$ cat src/rtl/morse_sos_detector_pkg.sv
// morse_pkg: shared encodings for the Morse SOS detector (and the matching
// generator): character codes, FSM states, element values and the
// character-code classification rule.
package morse_pkg;

    // Char_Code values
    localparam logic [1:0] CODE_NONE  = 2'd0;
    localparam logic [1:0] CODE_S     = 2'd1;
    localparam logic [1:0] CODE_O     = 2'd2;
    localparam logic [1:0] CODE_OTHER = 2'd3;

    // Element encoding inside the pattern buffer
    localparam logic DOT  = 1'b0;
    localparam logic DASH = 1'b1;

    localparam int MAX_ELEMS = 4;

    typedef enum logic [1:0] {
        IDLE  = 2'd0,
        MARK  = 2'd1,
        SPACE = 2'd2
    } state_t;

    // S = three dots, O = three dashes, anything else that fits is "other".
    function automatic logic [1:0] char_code(input logic [2:0] len, input logic [3:0] pat);
        if (len == 3'd3 && pat[2:0] == {3{DOT}})
            return CODE_S;
        else if (len == 3'd3 && pat[2:0] == {3{DASH}})
            return CODE_O;
        return CODE_OTHER;
    endfunction

endpackage

$ cat src/rtl/ms_tick_timer.sv
// ms_tick_timer: millisecond interval timer.
//   CLK, RST  - clock, synchronous active-high reset
//   Clear     - restart the measurement (prescaler and ms count to 0)
//   Count_MS  - whole milliseconds since the last Clear, saturating
// A prescaler counts 0..T1MS; each wrap is one millisecond.
module ms_tick_timer #(
    parameter int T1MS = 49999,
    parameter int CW   = 16,
    parameter int MSW  = 10
) (
    input  logic           CLK,
    input  logic           RST,
    input  logic           Clear,
    output logic [MSW-1:0] Count_MS
);

    logic [CW-1:0] count1;
    logic          tick;

    assign tick = (count1 == CW'(T1MS));

    always_ff @(posedge CLK) begin
        if (RST || Clear) begin
            count1   <= '0;
            Count_MS <= '0;
        end else begin
            count1 <= tick ? '0 : count1 + 1'b1;
            if (tick && Count_MS != '1)
                Count_MS <= Count_MS + 1'b1;
        end
    end

endmodule

$ cat src/rtl/morse_sos_detector.sv
// morse_sos_detector: decodes Morse from a single pin and flags S,O,S.
//   CLK, RST      - clock, synchronous active-high reset
//   Enable        - detector runs while high; low returns it to a quiet idle
//   Pin_In        - asynchronous Morse input (MARK_LEVEL = key down)
//   Char_Valid    - 1-cycle pulse, a character was completed
//   Char_Code     - 0 none, 1 S, 2 O, 3 other; held between Char_Valid pulses
//   Char_Len      - element count of last character (1..4)
//   Char_Pattern  - elements of last character, bit0 first, 1 = dash
//   Error_Sig     - 1-cycle pulse, bad mark length or over-long character
//   Done_Sig      - 1-cycle pulse alongside the Char_Valid that completes S,O,S
module morse_sos_detector import morse_pkg::*; #(
    parameter int   T1MS        = 49999,
    parameter logic MARK_LEVEL  = 1'b0,
    parameter int   DOT_MIN     = 60,
    parameter int   DOT_MAX     = 140,
    parameter int   DASH_MIN    = 250,
    parameter int   DASH_MAX    = 450,
    parameter int   CHAR_GAP_MS = 200,
    parameter int   WORD_GAP_MS = 700
) (
    input  logic       CLK,
    input  logic       RST,
    input  logic       Enable,
    input  logic       Pin_In,
    output logic       Char_Valid,
    output logic [1:0] Char_Code,
    output logic [2:0] Char_Len,
    output logic [3:0] Char_Pattern,
    output logic       Error_Sig,
    output logic       Done_Sig
);

    localparam int MSW = 10;

    // Two synchronizer flops, then an edge-detect register.
    logic pin_s1, pin_s2, pin_s3;
    logic mark_now, mark_prev, mark_rise, mark_fall;

    always_ff @(posedge CLK) begin
        if (RST) begin
            pin_s1 <= ~MARK_LEVEL;
            pin_s2 <= ~MARK_LEVEL;
            pin_s3 <= ~MARK_LEVEL;
        end else begin
            pin_s1 <= Pin_In;
            pin_s2 <= pin_s1;
            pin_s3 <= pin_s2;
        end
    end

    assign mark_now  = (pin_s2 == MARK_LEVEL);
    assign mark_prev = (pin_s3 == MARK_LEVEL);
    assign mark_rise = mark_now & ~mark_prev;
    assign mark_fall = ~mark_now & mark_prev;

    state_t           state;
    logic [MSW-1:0]   count_ms;
    logic             tmr_clear;

    assign tmr_clear = mark_rise | mark_fall | (state == IDLE);

    ms_tick_timer #(.T1MS(T1MS), .CW(16), .MSW(MSW)) u_timer (
        .CLK      (CLK),
        .RST      (RST),
        .Clear    (tmr_clear),
        .Count_MS (count_ms)
    );

    // Element buffer
    logic [3:0] buf_pat;
    logic [2:0] buf_len;
    logic       ovf;

    // The 3-entry history window is the two stored codes plus the code being
    // finalized; only those three ever take part in the S,O,S match.
    logic [1:0][1:0] hist;    // [0] newest

    logic       is_dot, is_dash, gap_hit, word_hit, sos;
    logic [1:0] new_code;

    assign is_dot   = (count_ms >= MSW'(DOT_MIN))  && (count_ms <= MSW'(DOT_MAX));
    assign is_dash  = (count_ms >= MSW'(DASH_MIN)) && (count_ms <= MSW'(DASH_MAX));
    assign gap_hit  = (state == SPACE) && (count_ms == MSW'(CHAR_GAP_MS)) && (buf_len != 3'd0);
    assign word_hit = (count_ms == MSW'(WORD_GAP_MS));
    assign new_code = char_code(buf_len, buf_pat);
    assign sos      = (hist[1] == CODE_S) && (hist[0] == CODE_O) && (new_code == CODE_S);

    always_ff @(posedge CLK) begin
        if (RST) begin
            state        <= IDLE;
            buf_pat      <= '0;
            buf_len      <= '0;
            ovf          <= 1'b0;
            hist         <= '0;
            Char_Valid   <= 1'b0;
            Char_Code    <= CODE_NONE;
            Char_Len     <= '0;
            Char_Pattern <= '0;
            Error_Sig    <= 1'b0;
            Done_Sig     <= 1'b0;
        end else begin
            Char_Valid <= 1'b0;
            Error_Sig  <= 1'b0;
            Done_Sig   <= 1'b0;

            if (!Enable) begin
                // Disabled: same quiet state as after reset; pulses are dropped.
                state        <= IDLE;
                buf_pat      <= '0;
                buf_len      <= '0;
                ovf          <= 1'b0;
                hist         <= '0;
                Char_Code    <= CODE_NONE;
                Char_Len     <= '0;
                Char_Pattern <= '0;
            end else begin
                case (state)
                    IDLE: begin
                        if (mark_rise) begin
                            state   <= MARK;
                            buf_pat <= '0;
                            buf_len <= '0;
                            ovf     <= 1'b0;
                        end
                    end

                    MARK: begin
                        if (mark_fall) begin
                            if (is_dot || is_dash) begin
                                if (buf_len == 3'(MAX_ELEMS)) begin
                                    ovf <= 1'b1;
                                end else begin
                                    buf_pat[buf_len[1:0]] <= is_dash ? DASH : DOT;
                                    buf_len               <= buf_len + 3'd1;
                                end
                                state <= SPACE;
                            end else begin
                                Error_Sig <= 1'b1;
                                buf_pat   <= '0;
                                buf_len   <= '0;
                                ovf       <= 1'b0;
                                hist      <= '0;
                                state     <= IDLE;
                            end
                        end
                    end

                    SPACE: begin
                        // Finalize first; a mark starting on the same cycle
                        // then begins a fresh character.
                        if (gap_hit) begin
                            if (ovf) begin
                                Error_Sig <= 1'b1;
                                hist      <= '0;
                            end else begin
                                Char_Valid   <= 1'b1;
                                Char_Code    <= new_code;
                                Char_Len     <= buf_len;
                                Char_Pattern <= buf_pat;
                                if (sos) begin
                                    Done_Sig <= 1'b1;
                                    hist     <= '0;
                                end else begin
                                    hist <= {hist[0], new_code};
                                end
                            end
                            buf_pat <= '0;
                            buf_len <= '0;
                            ovf     <= 1'b0;
                        end

                        if (mark_rise) begin
                            state <= MARK;
                        end else if (word_hit) begin
                            state <= IDLE;
                            hist  <= '0;
                        end
                    end

                    default: state <= IDLE;
                endcase
            end
        end
    end

endmodule

$ cat config.mk
export PLATFORM = sky130hd
export DESIGN_NAME = morse_sos_detector
export DESIGN_NICKNAME = d
export VERILOG_FILES = /design/src/rtl/morse_sos_detector_pkg.sv /design/src/rtl/ms_tick_timer.sv /design/src/rtl/morse_sos_detector.sv
export SDC_FILE = /design/constraint.sdc
export NUM_CORES = 1
export LEC_CHECK = 0
export CELL_PAD_IN_SITES_DETAIL_PLACEMENT = 1
export CELL_PAD_IN_SITES_GLOBAL_PLACEMENT = 1
export CORE_MARGIN = 2
export CORE_UTILIZATION = 44
export CTS_BUF_LIST = sky130_fd_sc_hd__clkbuf_4
export CTS_CLUSTER_DIAMETER = 30
export DETAILED_ROUTE_END_ITERATION = 10
export GPL_TIMING_DRIVEN = 0
export PLACE_DENSITY_LB_ADDON = 0.1
export SETUP_SLACK_MARGIN = 0.4
export SLEW_MARGIN = 15
export SYNTH_ARGS = -nofsm -noshare
export SYNTH_HDL_FRONTEND = slang
export SYNTH_SLANG_ARGS = --single-unit
$ cat constraint.sdc
create_clock -name CLK -period 3.1 [get_ports CLK]
set_clock_uncertainty 0.2 [all_clocks]
set_input_delay 0.31 -clock CLK [delete_from_list [all_inputs] [get_ports CLK]]
set_output_delay 0.31 -clock CLK [all_outputs]
set_load 0.03 [all_outputs]
# Word-level counts from Yosys, hierarchy flattened
# Index checks and enable logic that the tools add are counted.
[word_totals] word_cells=129 inputBits=4 output_inout_bits=12 regBits=55
[classes] n_bitwise=10 addsub=3 n_reduce_logical=26 order_cmp=6 eq_ne=19 n_mux=48
[ops] op="two-way mux 4 bit" count=12
[ops] op="adder 16 x 1 -> 16 bit (second input constant)" count=1
[ops] op="equality test 16 bit (second input constant)" count=1
[ops] op="two-way mux 2 bit" count=8
[ops] op="two-way mux 1 bit" count=15
[ops] op="two-way mux 3 bit" count=5
[ops] op="case mux 4 bit (3 select lines)" count=1
[ops] op="adder 10 x 1 -> 10 bit (second input constant)" count=1
[ops] op="equality test 10 bit (second input constant)" count=1
[ops] op="equality test 10 x 8 -> 1 bit (second input constant)" count=1
[ops] op="greater-or-equal comparator 10 x 6 -> 1 bit (second input constant)" count=1
[ops] op="greater-or-equal comparator 10 x 8 -> 1 bit (second input constant)" count=1
[ops] op="<= comparator 10 x 8 -> 1 bit (second input constant)" count=1
[ops] op="<= comparator 10 x 9 -> 1 bit (second input constant)" count=1
[ops] op="logical AND 1 bit" count=10
[ops] op="!= test 10 bit (second input constant)" count=1
[ops] op="AND reduction 5 bit" count=2
[ops] op="!= test 3 bit (second input constant)" count=3
[ops] op="case mux 3 bit (3 select lines)" count=1
[ops] op="AND reduction 3 bit" count=3
[ops] op="!= test 2 bit (second input constant)" count=4
[ops] op="case mux 4 bit (2 select lines)" count=1
[ops] op="equality test 2 x 1 -> 1 bit (second input constant)" count=3
[ops] op="equality test 3 bit (second input constant)" count=2
[ops] op="21 further kinds" count=32

# Longest topological paths before layout
# Gate-level depths: netlist of the first run.
[depth] depth_word=13 mapped_depth=10

# By module
# From an unflattened synthesis of the first run, not the netlist that was laid out.
[unflattened] cells_unflattened=328 area_unflattened_um2=2874.0
[modules_own_cells] mod="morse_sos_detector" area_per_inst_um2=1600.3 n_inst=1 seq_area_each_um2=580.6 cells_each=184
[modules_own_cells] mod="ms_tick_timer" area_per_inst_um2=1273.7 n_inst=1 seq_area_each_um2=520.5 cells_each=144

# Least setup slack after synthesis of the first run
# Ideal clock, no wire load.
[synth_path] kind="reg-to-reg" start="register buf_len[0]" end="register hist[1] in the netlist's numbering" stages_incl_launch_ff=10 t_arrival_ps=1891 slack_ps=952 synth_period_minus_slack_ps=2148 path_buffers=1 setup_time_ps=57 path_cell_list="dfxtp_1 inv_1 ha_1 nand2b_1 nand4_1 or2_1 clkbuf_1 or3_4 nor3_1 a21o_1"
[synth_via] elab_chain_len=13
[synth_lines] item="from (decl)" line_no="morse_sos_detector.sv:71" rtl="logic [2:0] buf_len;"
[synth_lines] item="from (signal assigned)" line_no="morse_sos_detector.sv:134" rtl="buf_len <= buf_len + 3'd1;"
[synth_lines] item="equality test 3 x 2 -> 1 bit" line_no="morse_sos_detector_pkg.sv:26, morse_sos_detector_pkg.sv:28"
[synth_lines] item="logical AND 1 bit" line_no="morse_sos_detector_pkg.sv:28" rtl="else if (len == 3'd3 && pat[2:0] == {3{DASH}})"
[synth_lines] item="two-way mux 1 bit" line_no="morse_sos_detector_pkg.sv:28"
[synth_lines] item="two-way mux 1 bit" line_no="morse_sos_detector_pkg.sv:26" rtl="if (len == 3'd3 && pat[2:0] == {3{DOT}})"
[synth_lines] item="two-way mux 2 bit" line_no="morse_sos_detector_pkg.sv:30" rtl="return CODE_OTHER;"
[synth_lines] item="equality test 2 x 1 -> 1 bit" line_no="morse_sos_detector.sv:86" rtl="assign sos = (hist[1] == CODE_S) && (hist[0] == CODE_O) && (new_code == CODE_S);"
[synth_lines] item="logical AND 1 bit" line_no="morse_sos_detector.sv:86"
[synth_lines] item="two-way mux 4 bit" line_no="morse_sos_detector.sv:160" rtl="if (sos) begin"
[synth_lines] item="two-way mux 4 bit" line_no="morse_sos_detector.sv:152" rtl="if (ovf) begin"
[synth_lines] item="two-way mux 4 bit (*)" line_no="morse_sos_detector.sv:151" rtl="if (gap_hit) begin"
[synth_lines] item="two-way mux 4 bit" line_no="morse_sos_detector.sv:174" rtl="end else if (word_hit) begin"
[synth_lines] item="two-way mux 4 bit (*)" line_no="morse_sos_detector.sv:172" rtl="if (mark_rise) begin"
[synth_lines] item="case mux 4 bit (2 select lines) (*)" line_no="morse_sos_detector.sv:117" rtl="case (state)"
[synth_lines] item="to (signal assigned)" line_no="morse_sos_detector.sv:164" rtl="hist <= {hist[0], new_code};"
[synth_lines] item="to (decl)" line_no="morse_sos_detector.sv:76" rtl="logic [1:0][1:0] hist;"
# Every way passes the cells marked *; elsewhere a longest branch is shown, timed or not.
# A chain may end at the register's enable or synchronous reset.

# Worst setup path in the final report of the first run
[layout_path] start="register buf_len[0]" end="register hist[3] in the netlist's numbering"
# The elaborated chain is that of the path after synthesis.

==> metrics.txt, run 1 <==
Post-route DRC 0; pwr dens 407 nW/um2; Clock Pin Slew Worst Setup and Hold Paths 0.16 ns; adder-cell share of the synthesized area 6.57%; Mean Syn Cell Area 8.83 um2; ANT cells 0; Post CTS Setup Buffer Count 0; Worst setup EP type register; area delta synth->final 13.4%; largest family of logic cells by synthesized area simple AND/OR/NAND/NOR gates; dpl cell area 2910 um2; Clock Path Buffers 2; vias in the first global route 2077; clock tree sinks 55; Max-Cap Viols 0; Congestion Overflow GR 0; mapped cell area 2670 um2; Skew-Pair Late Insertion Delay 0.37 ns; drt pass-1 iters 4; Worst Hold Class reg2reg; row count 28; register area share after synthesis 41.3%; Slowest Stage Delay on Critical Path 0.43 ns; multi-input logic area 1460 um2; post-synthesis mux area share 3.75%; share of post-route cells with drive strength above 1 7.38%; Layout fillers 711; dominant cells by area after synthesis dfxtp_1, ha_1, nor2_1; Crit Path Max Fanout 5; Netlist cell types 50; slowest library cell on the worst path dfxtp_1; Hold Crit Depth 1; port bufs 15; complex-gate fraction of the synthesized area 10.3%; Buffers & Inverters on Critical Path 2; post-synthesis net count 320; fin. max-slew vios 0; Initial Util 45.3%; endpoints failing setup 0; Reg2Reg Depth 9; top_reg_cell synth dfxtp_1; Fin. Hold Viols 0; commonest non-fill, non-tap cell in the layout dfxtp_1; crit path DAT 2.59 ns; Total Nets Final 342; total number of vias 2151; status completed; Crit path depth 9; first-pass GRT wire length 9690 um; cell area after layout 3020 um2; post-DP HPWL 4250 um; Hold Buf Count CTS 0; critical path, cell by cell inv_1 -> ha_1 -> nand2b_1 -> nand4_1 -> or2_1 -> clkbuf_1 -> or3_4 -> nor3_1 -> a21o_1; Top Family by Delay on Critical Path simple AND/OR/NAND/NOR gates; Tmin final 2.46 ns; Tcrit/Tclk final 79.4%; I/O pin count 16; final wirelength 5710 um; post-synthesis simple-gate area fraction 26.9%; Worst Max-Slew Pin Slew 0.666 ns; FF+latch count, synth 55; RSZ-0062 raised after global routing false; Post-synth EDFFs 0; CTS tree built; post-route setup TNS 0 ns; global-route usage over all layers 18.4%; most frequent cells in the layout dfxtp_1, nor2_1, nand2_1, clkdlybuf4s50_1; worst path required time 3.23 ns; Reg area 1100 um2; Mapped Cells 302; WHS 0.229 ns; Die W 81.8 um; asr flop ratio synth 0%; area of the die 6700 um2; post-route ant nets 0; routed len/inst 14.3 um; Die Ht 81.8 um; Core Region 5890 um2; Synth Area in XOR/XNOR 6.90%; gpl congestion 0.798; largest net degree at the start of global routing 17; Yosys Warn Count 0; kind of critical path reg2reg; Startpoint Class register; post_cts resized 0; P_leak 1.04 nW; Achievable Freq 406 MHz; maximum vdd drop 254 uV; H-tree depth 2; Yosys top cell area share 41.3%; initial detailed-routing violation count 43; initial antenna violation count 0; Num CTS Buffers 5; clk root buf clkbuf_4; Rel. slew slack 54.9%; largest area contributor in the netlist dfxtp_1; drt via density 5.38
==> kinds of logic after synthesis <==
group,count (synthesis)
adder cells (fa/ha/maj),14
flip-flops,55
XOR/XNOR,21
multiplexers,10
AND/OR/NAND/NOR,135
buffers and inverters,26
AO/OA/AOI/OAI,41
==> metrics by stage <==
step	total power, W	util (%)	setup slack, ns	instances
3_5_place_dp	0.000761	49.4	0.658	392
5_1_grt	0.00127	51.4	0.438	400
2_1_floorplan	0.000748	-	0.952	302
3_3_place_gp	0.000760	49.4	0.737	392
4_1_cts	0.00126	51.2	0.615	400
6_report	0.00123	51.4	0.638	400
==> sequential cells by signal, summed over array words and instances (netlist names) <==
| name | count |
|---|---|
| buf_len | 3 |
| buf_pat | 4 |
| Done_Sig | 1 |
| state | 2 |
| ovf | 1 |
| hist | 4 |
| Char_Valid | 1 |
| u_timer.count1 | 16 |
| pin_s2 | 1 |
| pin_s1 | 1 |
| pin_s3 | 1 |
| u_timer.Count_MS | 10 |
| Char_Code | 2 |
| Char_Pattern | 4 |
| Char_Len | 3 |
| Error_Sig | 1 |
==> report_power, final <==
| group | switching [W] | internal [W] | leakage, nW |
|---|---|---|---|
| registers | 0.00000139 | 0.000710 | 0.443 |
| clock network | 0.000223 | 0.000261 | 0.0559 |
| logic | 0.0000233 | 0.0000125 | 0.540 |
| total | 0.000248 | 0.000983 | 1.04 |
==> worst reg2reg max path, delay by kind of cell, from the launching register on <==
| kind | cells | cell delay (ns) |
|---|---|---|
| AO/OA/AOI/OAI | 1 | 0.11 |
| AND/OR/NAND/NOR | 5 | 1.19 |
| flip-flops | 1 | 0.43 |
| adder cells (fa/ha/maj) | 1 | 0.23 |
| buffers and inverters | 2 | 0.26 |
==> cell type report <==
class                      count  share of cell area (%)
multi-input combinational    221                    48.3
sequential                    55                    36.4
timing repair buffer          15                    4.96
tap                           75                    3.10
buffer                        12                    2.03
clock inverter                 2                    1.99
inverter                      14                    1.74
clock buffer                   6                    1.49
==> synth_stat cells, drive strengths merged, types with 3 or more instances <==
library cell  count
a21o              3
a21oi            12
and2              4
and3              7
buf               5
clkbuf            7
dfxtp            55
ha               14
inv              13
mux2i            10
nand2            16
nand3            14
nand4            13
nor2             46
nor2b             4
nor3              8
o21ai             9
or2               4
or3               5
xnor2             8
xor2             13
==> layer usage <==
metal | part of all wire, % | wire length, um | GRT usage (%) | vias to the layer above
li1 | - | - | - | 1089
met1 | 52 | 2950 | 26.2 | 1041
met2 | 45 | 2600 | 28.7 | 16
met3 | 1.7 | 99 | 3.63 | 5
met4 | 1.1 | 61 | 4.50 | 0
met5 | 0 | 0 | 0 | -
==> final timing paths <==
check,from,to,slack (ns)
worst min register to register,pin_s1$_SDFF_PP1_,pin_s2$_SDFF_PP1_,0.23
worst max register to register,buf_len[0]$_SDFFE_PP0P_,hist[3]$_SDFFE_PP0P_,0.64
worst max-delay path,buf_len[0]$_SDFFE_PP0P_,hist[3]$_SDFFE_PP0P_,0.64
worst min-delay path,pin_s1$_SDFF_PP1_,pin_s2$_SDFF_PP1_,0.23
(Power assumes the default switching activity.)
==> run 2, diff against run 1 <==
--- a/config.mk
+++ b/config.mk
@@ -8,7 +8,7 @@
 export CELL_PAD_IN_SITES_DETAIL_PLACEMENT = 1
 export CELL_PAD_IN_SITES_GLOBAL_PLACEMENT = 1
 export CORE_MARGIN = 2
-export CORE_UTILIZATION = 44
+export CORE_UTILIZATION = 42
 export CTS_BUF_LIST = sky130_fd_sc_hd__clkbuf_4
 export CTS_CLUSTER_DIAMETER = 30
 export DETAILED_ROUTE_END_ITERATION = 10
==> constraint.sdc (replaced) <==
create_clock -name CLK -period 2.2 [get_ports CLK]
set_clock_uncertainty 0.2 [all_clocks]
set_input_delay 0.22 -clock CLK [delete_from_list [all_inputs] [get_ports CLK]]
set_output_delay 0.22 -clock CLK [all_outputs]
set_load 0.03 [all_outputs]
==> metrics.txt, run 2 (synthesis gave the netlist of run 1 again) <==
Buffers & Inverters on Critical Path 4 (+2); failing checks negative setup slack; port bufs 15 (unchanged); Congestion Overflow GR 0 (unchanged); clk root buf clkbuf_4; Worst Hold Class in2reg; Startpoint Class register; Top Family by Delay on Critical Path compound AO/OA/AOI/OAI gates; clock tree sinks 55 (unchanged); row count 29 (+3.6%); gpl congestion 0.736 (-7.8%); fin. max-slew vios 0 (unchanged); area of the die 7000 um2 (+4.5%); I/O pin count 16 (unchanged); DP Worst Slack -0.187 ns (-0.845 ns); total number of vias 2383 (+11%); slowest library cell on the worst path dfxtp_2; Initial Util 42.7% (-2.6 points); worst path required time 2.32 ns (-0.91 ns); vias in the first global route 2451 (+18%); global-route usage over all layers 20.6% (+2.2 points); Max-Cap Viols 0 (unchanged); crit path DAT 2.39 ns (-0.20 ns); CTS tree built; Num CTS Buffers 5 (unchanged); Largest Register u_timer.count1; Slowest Stage Delay on Critical Path 0.35 ns (-0.08 ns); drt pass-1 iters 4 (unchanged); Clock Path Buffers 2 (unchanged); FF-to-FF Start u_timer.Count_MS[2]$_SDFFE_PP0P_; Skew-Pair Late Insertion Delay 0.38 ns (about the same); Die Ht 83.7 um (+2.2%); Rel. slew slack 73.4% (+18 points); Total Nets Final 380 (+11%); ANT cells 0 (unchanged); drt via density 5.44 (+1.2%); post-DP HPWL 4340 um (+2.1%); pwr dens 402 nW/um2 (-1.2%); final wirelength 7630 um (+34%); status finished, violations left; initial detailed-routing violation count 63 (+47%); initial antenna violation count 0 (unchanged); Core Region 6240 um2 (+6.0%); Worst Max-Slew Pin Slew 0.394 ns (-0.272 ns); maximum vdd drop 326 uV (+28%); biggest regs u_timer.count1 (16), u_timer.Count_MS (10); Achievable Freq 439 MHz (+8.2%); Final WS setup -0.0759 ns (-0.714 ns); Tcrit/Tclk final 103% (+24 points); Die W 83.7 um (+2.2%); H-tree depth 2 (unchanged); WHS 0.210 ns (-0.0194 ns); HP Start Pin_In; endpoints failing setup 11 (+11); Clock Pin Slew Worst Setup and Hold Paths 0.15 ns (about the same); first-pass GRT wire length 11700 um (+21%); most frequent cells in the layout nor2_1, dfxtp_1, buf_4; Worst setup EP type register; kind of critical path reg2reg; Worst Setup SP u_timer.Count_MS[2]$_SDFFE_PP0P_; RSZ-0062 raised after global routing true; post-route ant nets 0 (unchanged); Tmin final 2.28 ns (-0.186 ns); largest net degree at the start of global routing 15 (-2); area delta synth->final 39.4%; Post-route DRC 0 (unchanged); Total Power Consumption 0.00150 W (+22%); critical path, cell by cell buf_6 -> buf_6 -> and3b_1 -> o41ai_2 -> nand4_1 -> buf_4 -> buf_4 -> a21oi_4 -> o21ai_1 -> a21oi_1; Crit Path Max Fanout 3 (-2); Fin. Hold Viols 0 (unchanged); Hold Buf Count CTS 0 (unchanged); commonest non-fill, non-tap cell in the layout nor2_1; max FFs per register 16 (unchanged); routed len/inst 17.4 um (+22%); P_leak 1.38 nW (+33%); share of post-route cells with drive strength above 1 38.0% (+31 points)
==> run 2: cell count changes in the layout (fill, tap and decap cells not counted), sizes merged <==
cell and change:
clkdlybuf4s50 -12, clkinv -1, inv +1, buf +38
dlygate4sd2 +12, bufinv -2
==> run 2: power by group <==
group          leakage [nW]  switching, W  internal, W
logic                 0.896     0.0000388    0.0000224
clock network        0.0276      0.000314     0.000127
registers             0.455    0.00000225     0.000991
==> run 2: worst paths after layout <==
kind                        endpoint  slack, ns  cells after the start
max          buf_len[0]$_SDFFE_PP0P_      -0.08                     10
max reg2reg  buf_len[0]$_SDFFE_PP0P_      -0.08                     10
min                pin_s1$_SDFF_PP1_       0.21                      2
min reg2reg        pin_s2$_SDFF_PP1_       0.24                      1
==> run 2: repair_timing <==
action / 4_1_cts / 5_1_grt
setup buffers: 30 / 8
gates cloned: 0 / 0
endpoints found under the hold margin: 0 / 0
endpoints found under the setup margin: 58 / 50
pin swaps: 31 / 27
resized for setup: 82 / 42
==> run 2: cell type report <==
cell class	count	area, um2
Sequential cell	55	1140
Buffer	12	106
Multi-Input combinational cell	221	1810
Timing Repair Buffer	53	467
Tap cell	77	96.3
Clock buffer	6	45.0
Inverter	14	55.1
Fill cell	715	2520
==> run 2: per-layer routing <==
metal / wire [um] / up-vias / track usage [%] / part of all wire [%]
li1: - / 1166 / - / -
met2: 4020 / 27 / 37.7 / 53
met5: 0 / - / 0 / 0
met1: 3270 / 1175 / 24.9 / 43
met3: 182 / 15 / 3.76 / 2.4
met4: 168 / 0 / 4.99 / 2.2
==> run 2: per-stage QoR <==
| stage | std cells | instance area, um2 | utilization [%] | TNS (ns) |
|---|---|---|---|---|
| after global routing | 438 | 3720 | 59.6 | -2.65 |
| after global placement | 394 | 2980 | 47.7 | -2.14 |
| final | 438 | 3720 | 59.6 | -0.505 |
| after floorplan | 302 | 2730 | - | 0 |
| after CTS | 430 | 3500 | 56.0 | -0.111 |
| after detailed placement | 394 | 2980 | 47.7 | -3.11 |
